File: config.mk
export PLATFORM = sky130hd
export DESIGN_NAME = afe_ldst_align_pipe
export DESIGN_NICKNAME = d
export VERILOG_FILES = /design/src/rtl/afe_ldst_align_pipe_pkg.sv /design/src/rtl/afe_ldst_extract.sv /design/src/rtl/afe_ldst_align_pipe.sv
export SDC_FILE = /design/constraint.sdc
export NUM_CORES = 1
export LEC_CHECK = 0
export ABC_AREA = 1
export BUFFER_PORTS_ARGS = -buffer_cell sky130_fd_sc_hd__buf_2
export CAP_MARGIN = 5
export CORE_AREA = 2 2 125 127
export DETAILED_ROUTE_END_ITERATION = 10
export DIE_AREA = 0 0 127 129
export MAX_ROUTING_LAYER = met4
export PLACE_DENSITY = 0.63
export SYNTH_ARGS = -nofsm -noshare
export SYNTH_HDL_FRONTEND = slang
export SYNTH_SLANG_ARGS = --single-unit
File: constraint.sdc
create_clock -name iCLOCK -period 1.75 [get_ports iCLOCK]
set_input_delay 0.2625 -clock iCLOCK [delete_from_list [all_inputs] [get_ports iCLOCK]]
set_output_delay 0.2625 -clock iCLOCK [all_outputs]
set_load 0.005 [all_outputs]
File: src/rtl/afe_ldst_align_pipe_pkg.sv
// ----------------------------------------------------------------------------
// afe_ldst_align_pipe_pkg : load-op codes, access-size decode shared by the aligner
// Rev 1.0
// ----------------------------------------------------------------------------
`default_nettype none

// Operation codes normally come from the core-wide header; supply them if absent.
`ifndef AFE_LDST_NONE
`define AFE_LDST_NONE      4'd0
`define AFE_LDST_SEXT8_32  4'd1
`define AFE_LDST_SEXT16_32 4'd2
`define AFE_LDST_ZEXT8_32  4'd3
`define AFE_LDST_ZEXT16_32 4'd4
`define AFE_LDST_SEXT32_64 4'd5
`define AFE_LDST_ZEXT32_64 4'd6
`endif

package afe_ldst_align_pipe_pkg;

  localparam int C_CODE_W = 4;

  typedef enum logic [1:0] {
    ACC_FULL = 2'd0,
    ACC_BYTE = 2'd1,
    ACC_HALF = 2'd2,
    ACC_WORD = 2'd3
  } acc_size_e;

  typedef struct packed {
    acc_size_e size;
    logic      sext;
  } acc_dec_t;

  // 32-bit lane ops exist only on a 64-bit datapath; elsewhere they pass the word.
  function automatic acc_dec_t decode_code(input logic [C_CODE_W-1:0] code, input int data_w);
    acc_dec_t dec;
    dec.size = ACC_FULL;
    dec.sext = 1'b0;
    case (code)
      `AFE_LDST_SEXT8_32:  begin dec.size = ACC_BYTE; dec.sext = 1'b1; end
      `AFE_LDST_ZEXT8_32:  begin dec.size = ACC_BYTE; dec.sext = 1'b0; end
      `AFE_LDST_SEXT16_32: begin dec.size = ACC_HALF; dec.sext = 1'b1; end
      `AFE_LDST_ZEXT16_32: begin dec.size = ACC_HALF; dec.sext = 1'b0; end
      `AFE_LDST_SEXT32_64: if (data_w == 64) begin dec.size = ACC_WORD; dec.sext = 1'b1; end
      `AFE_LDST_ZEXT32_64: if (data_w == 64) begin dec.size = ACC_WORD; dec.sext = 1'b0; end
      default: ;
    endcase
    return dec;
  endfunction

endpackage

`default_nettype wire

File: src/rtl/afe_ldst_extract.sv
// ----------------------------------------------------------------------------
// afe_ldst_extract : combinational lane select + sign/zero extend of load data
// Optional: AFE_LDST_MISALIGN_TRAP_EN flags misaligned half/word accesses
// Rev 1.0
// ----------------------------------------------------------------------------
`default_nettype none

module afe_ldst_extract
  import afe_ldst_align_pipe_pkg::*;
#(
  parameter int P_DATA_W = 32,
  parameter int P_OFS_W  = 2
) (
  input  logic [C_CODE_W-1:0] i_code,
  input  logic [P_OFS_W-1:0]  i_offset,
  input  logic [P_DATA_W-1:0] i_data,
  output logic [P_DATA_W-1:0] o_data,
  output logic                o_fault
);

  localparam int C_NBYTES = P_DATA_W / 8;

  acc_dec_t              w_dec;
  logic [P_OFS_W-1:0]    w_idx;
  logic [P_DATA_W-1:0]   w_rot;
  logic [P_DATA_W-1:0]   w_ext;

  assign w_dec = decode_code(i_code, P_DATA_W);

  // Byte-granular rotate right; the modulo-N index makes over-the-top fields wrap to byte 0.
  always_comb begin
    w_rot = '0;
    w_idx = '0;
    for (int i = 0; i < C_NBYTES; i++) begin
      w_idx           = P_OFS_W'(i) + i_offset;
      w_rot[i*8 +: 8] = i_data[{w_idx, 3'b000} +: 8];
    end
  end

  always_comb begin
    w_ext = i_data;
    case (w_dec.size)
      ACC_BYTE: w_ext = w_dec.sext ? P_DATA_W'($signed(w_rot[7:0]))  : P_DATA_W'(w_rot[7:0]);
      ACC_HALF: w_ext = w_dec.sext ? P_DATA_W'($signed(w_rot[15:0])) : P_DATA_W'(w_rot[15:0]);
      ACC_WORD: w_ext = w_dec.sext ? P_DATA_W'($signed(w_rot[31:0])) : P_DATA_W'(w_rot[31:0]);
      default:  w_ext = i_data;
    endcase
  end

`ifdef AFE_LDST_MISALIGN_TRAP_EN
  logic w_misalign;

  always_comb begin
    w_misalign = 1'b0;
    if (w_dec.size == ACC_HALF) w_misalign = i_offset[0];
    if (w_dec.size == ACC_WORD) w_misalign = |i_offset[1:0];
  end

  assign o_fault = w_misalign;
  assign o_data  = w_misalign ? '0 : w_ext;
`else
  assign o_fault = 1'b0;
  assign o_data  = w_ext;
`endif

endmodule

`default_nettype wire

File: src/rtl/afe_ldst_align_pipe.sv
// ----------------------------------------------------------------------------
// afe_ldst_align_pipe : 2-stage load aligner with occupancy-limited output FIFO
// Optional: AFE_LDST_MISALIGN_TRAP_EN (handled in afe_ldst_extract)
// Rev 1.0
// ----------------------------------------------------------------------------
`default_nettype none

module afe_ldst_align_pipe
  import afe_ldst_align_pipe_pkg::*;
#(
  parameter int P_DATA_W     = 32,
  parameter int P_OFS_W      = 2,
  parameter int P_TAG_W      = 5,
  parameter int P_FIFO_DEPTH = 2
) (
  input  logic                iCLOCK,
  input  logic                iRESET_SYNC,
  input  logic                iFLUSH,
  input  logic                iREQ_VALID,
  output logic                oREQ_BUSY,
  input  logic [3:0]          iREQ_CODE,
  input  logic [P_OFS_W-1:0]  iREQ_OFFSET,
  input  logic [P_DATA_W-1:0] iREQ_DATA,
  input  logic [P_TAG_W-1:0]  iREQ_TAG,
  output logic                oOUT_VALID,
  input  logic                iOUT_BUSY,
  output logic [P_DATA_W-1:0] oOUT_DATA,
  output logic [P_TAG_W-1:0]  oOUT_TAG,
  output logic                oOUT_FAULT
);

  localparam int C_PTR_W = (P_FIFO_DEPTH > 1) ? $clog2(P_FIFO_DEPTH) : 1;
  localparam int C_CNT_W = $clog2(P_FIFO_DEPTH + 1);

  typedef struct packed {
    logic [P_DATA_W-1:0] data;
    logic [P_TAG_W-1:0]  tag;
    logic                fault;
  } fifo_ent_t;

  logic                s1_valid_q, s1_valid_d;
  logic [3:0]          s1_code_q,  s1_code_d;
  logic [P_OFS_W-1:0]  s1_ofs_q,   s1_ofs_d;
  logic [P_DATA_W-1:0] s1_data_q,  s1_data_d;
  logic [P_TAG_W-1:0]  s1_tag_q,   s1_tag_d;

  fifo_ent_t           mem_q [P_FIFO_DEPTH];
  fifo_ent_t           mem_d [P_FIFO_DEPTH];
  logic [C_PTR_W-1:0]  wr_ptr_q, wr_ptr_d;
  logic [C_PTR_W-1:0]  rd_ptr_q, rd_ptr_d;
  logic [C_CNT_W-1:0]  fcnt_q,   fcnt_d;
  logic [C_CNT_W-1:0]  occ_q,    occ_d;

  logic                w_busy;
  logic                w_accept;
  logic                w_pop;
  logic [P_DATA_W-1:0] w_ext_data;
  logic                w_ext_fault;

  afe_ldst_extract #(
    .P_DATA_W (P_DATA_W),
    .P_OFS_W  (P_OFS_W)
  ) u_extract (
    .i_code   (s1_code_q),
    .i_offset (s1_ofs_q),
    .i_data   (s1_data_q),
    .o_data   (w_ext_data),
    .o_fault  (w_ext_fault)
  );

  // Busy depends only on registered occupancy and flush, never on iOUT_BUSY.
  assign w_busy     = (occ_q == C_CNT_W'(P_FIFO_DEPTH)) | iFLUSH;
  assign w_accept   = iREQ_VALID & ~w_busy;
  assign oOUT_VALID = (fcnt_q != '0);
  assign w_pop      = oOUT_VALID & ~iOUT_BUSY;

  assign oREQ_BUSY  = w_busy;
  assign oOUT_DATA  = mem_q[rd_ptr_q].data;
  assign oOUT_TAG   = mem_q[rd_ptr_q].tag;
  assign oOUT_FAULT = mem_q[rd_ptr_q].fault;

  always_comb begin
    s1_valid_d = s1_valid_q;
    s1_code_d  = s1_code_q;
    s1_ofs_d   = s1_ofs_q;
    s1_data_d  = s1_data_q;
    s1_tag_d   = s1_tag_q;
    mem_d      = mem_q;
    wr_ptr_d   = wr_ptr_q;
    rd_ptr_d   = rd_ptr_q;
    fcnt_d     = fcnt_q;
    occ_d      = occ_q;

    if (iFLUSH) begin
      // Empty by pulling the write pointer back; the head entry stays put so outputs hold.
      s1_valid_d = 1'b0;
      wr_ptr_d   = rd_ptr_q;
      fcnt_d     = '0;
      occ_d      = '0;
    end else begin
      s1_valid_d = w_accept;
      if (w_accept) begin
        s1_code_d = iREQ_CODE;
        s1_ofs_d  = iREQ_OFFSET;
        s1_data_d = iREQ_DATA;
        s1_tag_d  = iREQ_TAG;
      end

      if (s1_valid_q) begin
        mem_d[wr_ptr_q] = '{data: w_ext_data, tag: s1_tag_q, fault: w_ext_fault};
        wr_ptr_d        = wr_ptr_q + C_PTR_W'(1);
      end
      if (w_pop) rd_ptr_d = rd_ptr_q + C_PTR_W'(1);

      case ({s1_valid_q, w_pop})
        2'b10:   fcnt_d = fcnt_q + C_CNT_W'(1);
        2'b01:   fcnt_d = fcnt_q - C_CNT_W'(1);
        default: fcnt_d = fcnt_q;
      endcase

      case ({w_accept, w_pop})
        2'b10:   occ_d = occ_q + C_CNT_W'(1);
        2'b01:   occ_d = occ_q - C_CNT_W'(1);
        default: occ_d = occ_q;
      endcase
    end
  end

  always_ff @(posedge iCLOCK) begin
    if (iRESET_SYNC) begin
      s1_valid_q <= 1'b0;
      s1_code_q  <= '0;
      s1_ofs_q   <= '0;
      s1_data_q  <= '0;
      s1_tag_q   <= '0;
      mem_q      <= '{default: '0};
      wr_ptr_q   <= '0;
      rd_ptr_q   <= '0;
      fcnt_q     <= '0;
      occ_q      <= '0;
    end else begin
      s1_valid_q <= s1_valid_d;
      s1_code_q  <= s1_code_d;
      s1_ofs_q   <= s1_ofs_d;
      s1_data_q  <= s1_data_d;
      s1_tag_q   <= s1_tag_d;
      mem_q      <= mem_d;
      wr_ptr_q   <= wr_ptr_d;
      rd_ptr_q   <= rd_ptr_d;
      fcnt_q     <= fcnt_d;
      occ_q      <= occ_d;
    end
  end

endmodule

`default_nettype wire

; Word-level counts from Yosys, hierarchy flattened
; Cells that the tools add are included.
[op_classes]
addsub = 9
order_cmp = 3
n_eq_ne = 12
shifts = 4
muxes = 14
bitwise_logic = 8
n_reduce_logical = 9
[op_table]
columns = op, count
row1 = $mux W38, 4
row2 = $shiftx A32 B6 Y8, 4
row3 = $pmux W32 S3, 1
row4 = $bwmux W76, 1
row5 = $mux W32, 2
row6 = $demux W38 S1, 1
row7 = $pmux W3 S4, 1
row8 = $eq A2 B2 Y1 const B, 5
row9 = $eq A4 B2 Y1 const B, 2
row10 = $pmux W2 S2, 2
row11 = $reduce_bool A2 Y1, 4
row12 = $eq A2 B1 Y1 const B, 3
row13 = $reduce_and A2 Y1, 3
row14 = $add A2 B1 Y2 const B, 2
row15 = $add A2 B2 Y2 const A, 2
row16 = $eq A4 B1 Y1 const B, 1
row17 = $eq A4 B3 Y1 const B, 1
row18 = $ge A2 B2 Y1 const B, 2
row19 = $not A1 Y2, 2
row20 = $sub A2 B1 Y2 const B, 2
row21 = $not A1 Y1, 3
row22 = $add A1 B1 Y1 const B, 2
row23 = $add A1 B2 Y2 const A, 1
row24 = $and A1 B1 Y1, 2
row25 = 5 further kinds, 6
[word_totals]
ff_bits = 126
out_inout_bits = 40
wordCells = 74

; Longest topological paths before layout
[depth]
depth_word = 6
mapped_depth = 10
mapped_depth_nobuf = 9

; Hierarchy
; From an unflattened synthesis, not the netlist that was laid out.
[hier_totals]
hier_cells = 1153
hier_area_um2 = 6955.4
[modules_own_cells]
columns = mod, n_inst, cells_per_inst, area_per_inst_um2, seq_area_each_um2
row1 = afe_ldst_align_pipe, 1, 922, 5855.6, 2522.4
row2 = afe_ldst_extract, 1, 231, 1099.8, 0.0

; Worst setup path before layout
; OpenSTA, ideal clock, no wires.
[synth_timing]
kind = flip-flop to flip-flop
from = register occ_q[0]
to = register occ_q[1]
arrival_time_ps = 1521
required_ps = 1634
setup_slack_ps = 113
path_stages_with_launch = 11
period_less_slack_ps = 1637
path_cell_list = dfxtp_1 inv_1 nand2_1 nand3_1 clkbuf_1 ha_1 inv_1 nand2_1 nor2_1 xnor2_1 nor2_1
[synth_between]
elab_chain_len = 6
[synth_rtl]
columns = item, line
row1 = "start, declared", afe_ldst_align_pipe.sv:52  ; logic [C_CNT_W-1:0] occ_q, occ_d;
row2 = "start signal, assigned", afe_ldst_align_pipe.sv:140  ; occ_q <= '0;
row3 = "start signal, assigned", afe_ldst_align_pipe.sv:151  ; occ_q <= occ_d;
row4 = $eq A2 B2 Y1, afe_ldst_align_pipe.sv:72  ; assign w_busy = (occ_q == C_CNT_W'(P_FIFO_DEPTH)) | iFLUSH;
row5 = $or A1 B1 Y1, afe_ldst_align_pipe.sv:72
row6 = $not A1 Y1, afe_ldst_align_pipe.sv:73  ; assign w_accept = iREQ_VALID & ~w_busy;
row7 = $and A1 B1 Y1, afe_ldst_align_pipe.sv:73
row8 = $eq A2 B1 Y1 / $eq A2 B2 Y1 (equally long branches), afe_ldst_align_pipe.sv:121  ; case ({w_accept, w_pop})
row9 = $pmux W2 S2 / $reduce_bool A2 Y1 (equally long branches), n/a
; Several ways; a longest one is shown, not always the timed one.
; A chain may end at the register's enable or synchronous reset.

; Worst setup path in the final report
[layout_timing]
from = register rd_ptr_q
to = output port oOUT_DATA[14]
[layout_between]
elab_chain_len = 4
[layout_rtl]
columns = item, line
row1 = "start, declared", afe_ldst_align_pipe.sv:50  ; logic [C_PTR_W-1:0] rd_ptr_q, rd_ptr_d;
row2 = "start signal, assigned", afe_ldst_align_pipe.sv:149  ; rd_ptr_q <= rd_ptr_d;
row3 = $not A1 Y2 (not written as such), afe_ldst_align_pipe.sv:78  ; assign oOUT_DATA = mem_q[rd_ptr_q].data;
row4 = $mux W38 (3 in a row), n/a
row5 = "end, declared", afe_ldst_align_pipe.sv:27  ; output logic [P_DATA_W-1:0] oOUT_DATA,
; No other way between the ends. The select of a mux whose other input is x is not followed.

==> run summary <==
Die area = 16,400 um2
Top post-synthesis cells by area = dfxtp_1 41%, nand2_1 11%, o21ai_0 9.8%
Io pins = 88
Hold Buf Count CTS = 0
PD cells = 1000 nW/um2
Fillers = 1,578
Area delta synth->final = 20.9%
Total Routing Usage GR = 0.208
Largest stage delay on the critical path = 0.39 ns
Crit path depth = 3
Global route total overflow = 0
Number of antenna violations at the first check in global routing = 0
LEAKAGE = 3.31 nW
Worst Path Max Fanout = 22
Fin crit share = 0.965
DIE HEIGHT = 129 um
Hold Path Class = input pin to flop
Clock buffer depth = 2
# H-tree levels = 4
Clk Latency, worst-skew pair = 0.42 ns
Sw Ratio = 0.259
Post-CTS Setup Bufs = 0
TritonCTS buffer count = 17
Crit Path Class = flop to output port
RSZ-0062 raised after global routing = true
Vias per Instance = 5.00
DR iter-0 viols = 494
Largest net degree at the start of global routing = 88
Worst IR Drop VDD = 0.607 mV
Net count, final = 987
Highest Clock Rate = 592 MHz
Final Hold Fails = 0
TritonRoute pass-1 iters = 5
Sequential area share after synthesis = 0.411
Layout cell share with drive strength beyond 1 = 0.172
Avg Inst Size Synth = 6.91 um2
Clock power share = 0.482
Clock sink count = 124
Crit path max-delay family = flip-flops
Placed inst area = 6660 um2
Hold path cells = 3
Status = complete, no violations
Final core utilization = 0.487
Routed met3 length = 882 um
Dpl hpwl = 10.8 mm
Vias in the first global route = 5,031
Drt wl/cell = 14.1 um
Final Hold Slack = 0.113 ns
Pint = 0.00542 W
Worst-path cell chain = buf_12 -> o21ai_0 -> buf_2
Startpoint Class = flop
Logic pwr share = 0.108
Net Sw Power = 0.00190 W
Post-route cell area = 7290 um2
Met1 Wirelength = 7.96 mm
Final min period = 1.69 ns
Required @ worst endpoint = 1.49 ns
Diode count = 0
First-pass GRT wire length = 26.2 mm
Rows = 45
Commonest non-fill, non-tap cell in the layout = nand2_1
CTS clk-pin slew, worst paths = 0.06 ns
Post-synth top area share = 0.411
GPL Wtd Cong = 0.933
Cell taking the most area after synthesis = dfxtp_1
Max-cap violations = 0
DRT antenna net count = 0
Slowest-stage cell, CP = dfxtp_4
Worst Skew = 0.00654 ns
Reg2reg path depth = 8
Routed wl met2 = 6.99 mm
Syn Nets = 923
Routed vias = 5,687
DRC errors left = 0
DIE WIDTH = 127 um
Initial cell density of the core = 0.403
CTS tree = done
Post-Syn Area = 6030 um2
Buffers added on ports = 86
Critical path buffers and inverters = 2
Most frequent cells in the layout = 178 x nand2_1, 129 x inv_1, 122 x dfxtp_1
Netlist cell types = 27
CP arrival = 1.43 ns
Total Wirelength = 16.0 mm
Warnings, synthesis = 0
Total core area = 15,000 um2
#FFs+latches synth = 124
Synth Instances = 873
Pins Over Slew Limit = 0
CP Capture Type = output port
Flop pwr share = 0.410
Clk root buf = clkbuf_16
Top layer in use = met4
Final setup violating endpoints = 0
[cells by family (layout without fill, tap and decap cells)]
logic type / Yosys count / count (layout) / share of synthesized area
DFF: 124 / 124 / 0.411
and+or+nand+nor: 299 / 299 / 0.225
other: 1 / 1 / 0.000622
AOI/OAI and AO/OA: 247 / 247 / 0.218
xor gates and xnor gates: 1 / 1 / 0.00145
adders and majority gates: 2 / 2 / 0.00415
buffers and inverters: 199 / 276 / 0.139
[metal layers]
metal	global-route usage	vias to the layer above
met5	-	-
met4	0.0750	0
met3	0.0432	17
met2	0.302	151
met1	0.285	2548
li1	-	2971
[registers in the layout, indices dropped and copies added, names as in the netlist]
register    count
occ_q           2
s1_tag_q        5
s1_data_q      32
s1_code_q       4
rd_ptr_q        1
mem_q          74
wr_ptr_q        1
fcnt_q          2
s1_ofs_q        2
s1_valid_q      1
[final timing paths]
check          startpoint  slack [ns]            end
max              rd_ptr_q        0.06  oOUT_DATA[14]
min           iREQ_TAG[0]        0.11    s1_tag_q[0]
max reg2reg     fcnt_q[0]        0.23       occ_q[1]
min reg2reg  s1_code_q[3]        0.48   s1_code_q[3]
[worst register-to-register path, cell delays in order, from the launching register on]
cell,delay [ns]
dfxtp_1,0.36
inv_1,0.08
a21oi_1,0.26
ha_1,0.30
inv_1,0.07
nand2_1,0.05
nor2_1,0.11
xnor2_1,0.13
nor2_1,0.05
[power groups by stage]
stage	logic, W	registers (W)	clock network (W)
2_1_floorplan	0.000529	0.00303	0
3_3_place_gp	0.000779	0.00306	0
3_5_place_dp	0.000780	0.00306	0
4_1_cts	0.000786	0.00300	0.00359
5_1_grt	0.000893	0.00301	0.00373
6_report	0.000788	0.00300	0.00353
[through the flow]
step / total power (W) / setup TNS, ns / worst slack (ns) / std cells
final: 0.00732 / 0 / 0.0612 / 1138
after global placement: 0.00384 / 0 / 0.203 / 1105
after CTS: 0.00738 / 0 / 0.0145 / 1137
after global routing: 0.00763 / -0.0116 / -0.00774 / 1138
after floorplan: 0.00356 / 0 / 0.113 / 873
after detailed placement: 0.00384 / 0 / 0.221 / 1105
[layout make-up]
type / instances / area [um2] / share of cell area
multi-input cells: 550 / 2730 / 0.374
clock buffers: 20 / 467 / 0.0640
inverters: 136 / 510 / 0.0700
flip-flops and latches: 124 / 2490 / 0.341
well taps: 188 / 235 / 0.0323
repair buffers: 108 / 726 / 0.0995
clock inverters: 12 / 138 / 0.0189
[synthesized netlist by cell type]
library cell  count
nand4_1          46
buf_4             4
inv_2             5
inv_1           131
o211ai_1          7
o21ai_0         118
clkbuf_1         36
nor3_2            1
nor2_1           15
nand2_2           4
dfxtp_1         124
nand3_4           1
nand3_2           2
buf_6             8
nor3_1            4
buf_2            15
nand2_1         178
nor2_4            1
conb_1            1
o21a_1           23
nand2_4           1
ha_1              2
xnor2_1           1
nand3_1          45
nor2_2            1
a21oi_1          98
o21bai_1          1
[timing repair]
action                                  CTS  global route
endpoints found under the setup margin   19             8
cloned                                    0             1
gates resized for setup                   2             7
(Power assumes the default switching activity.)
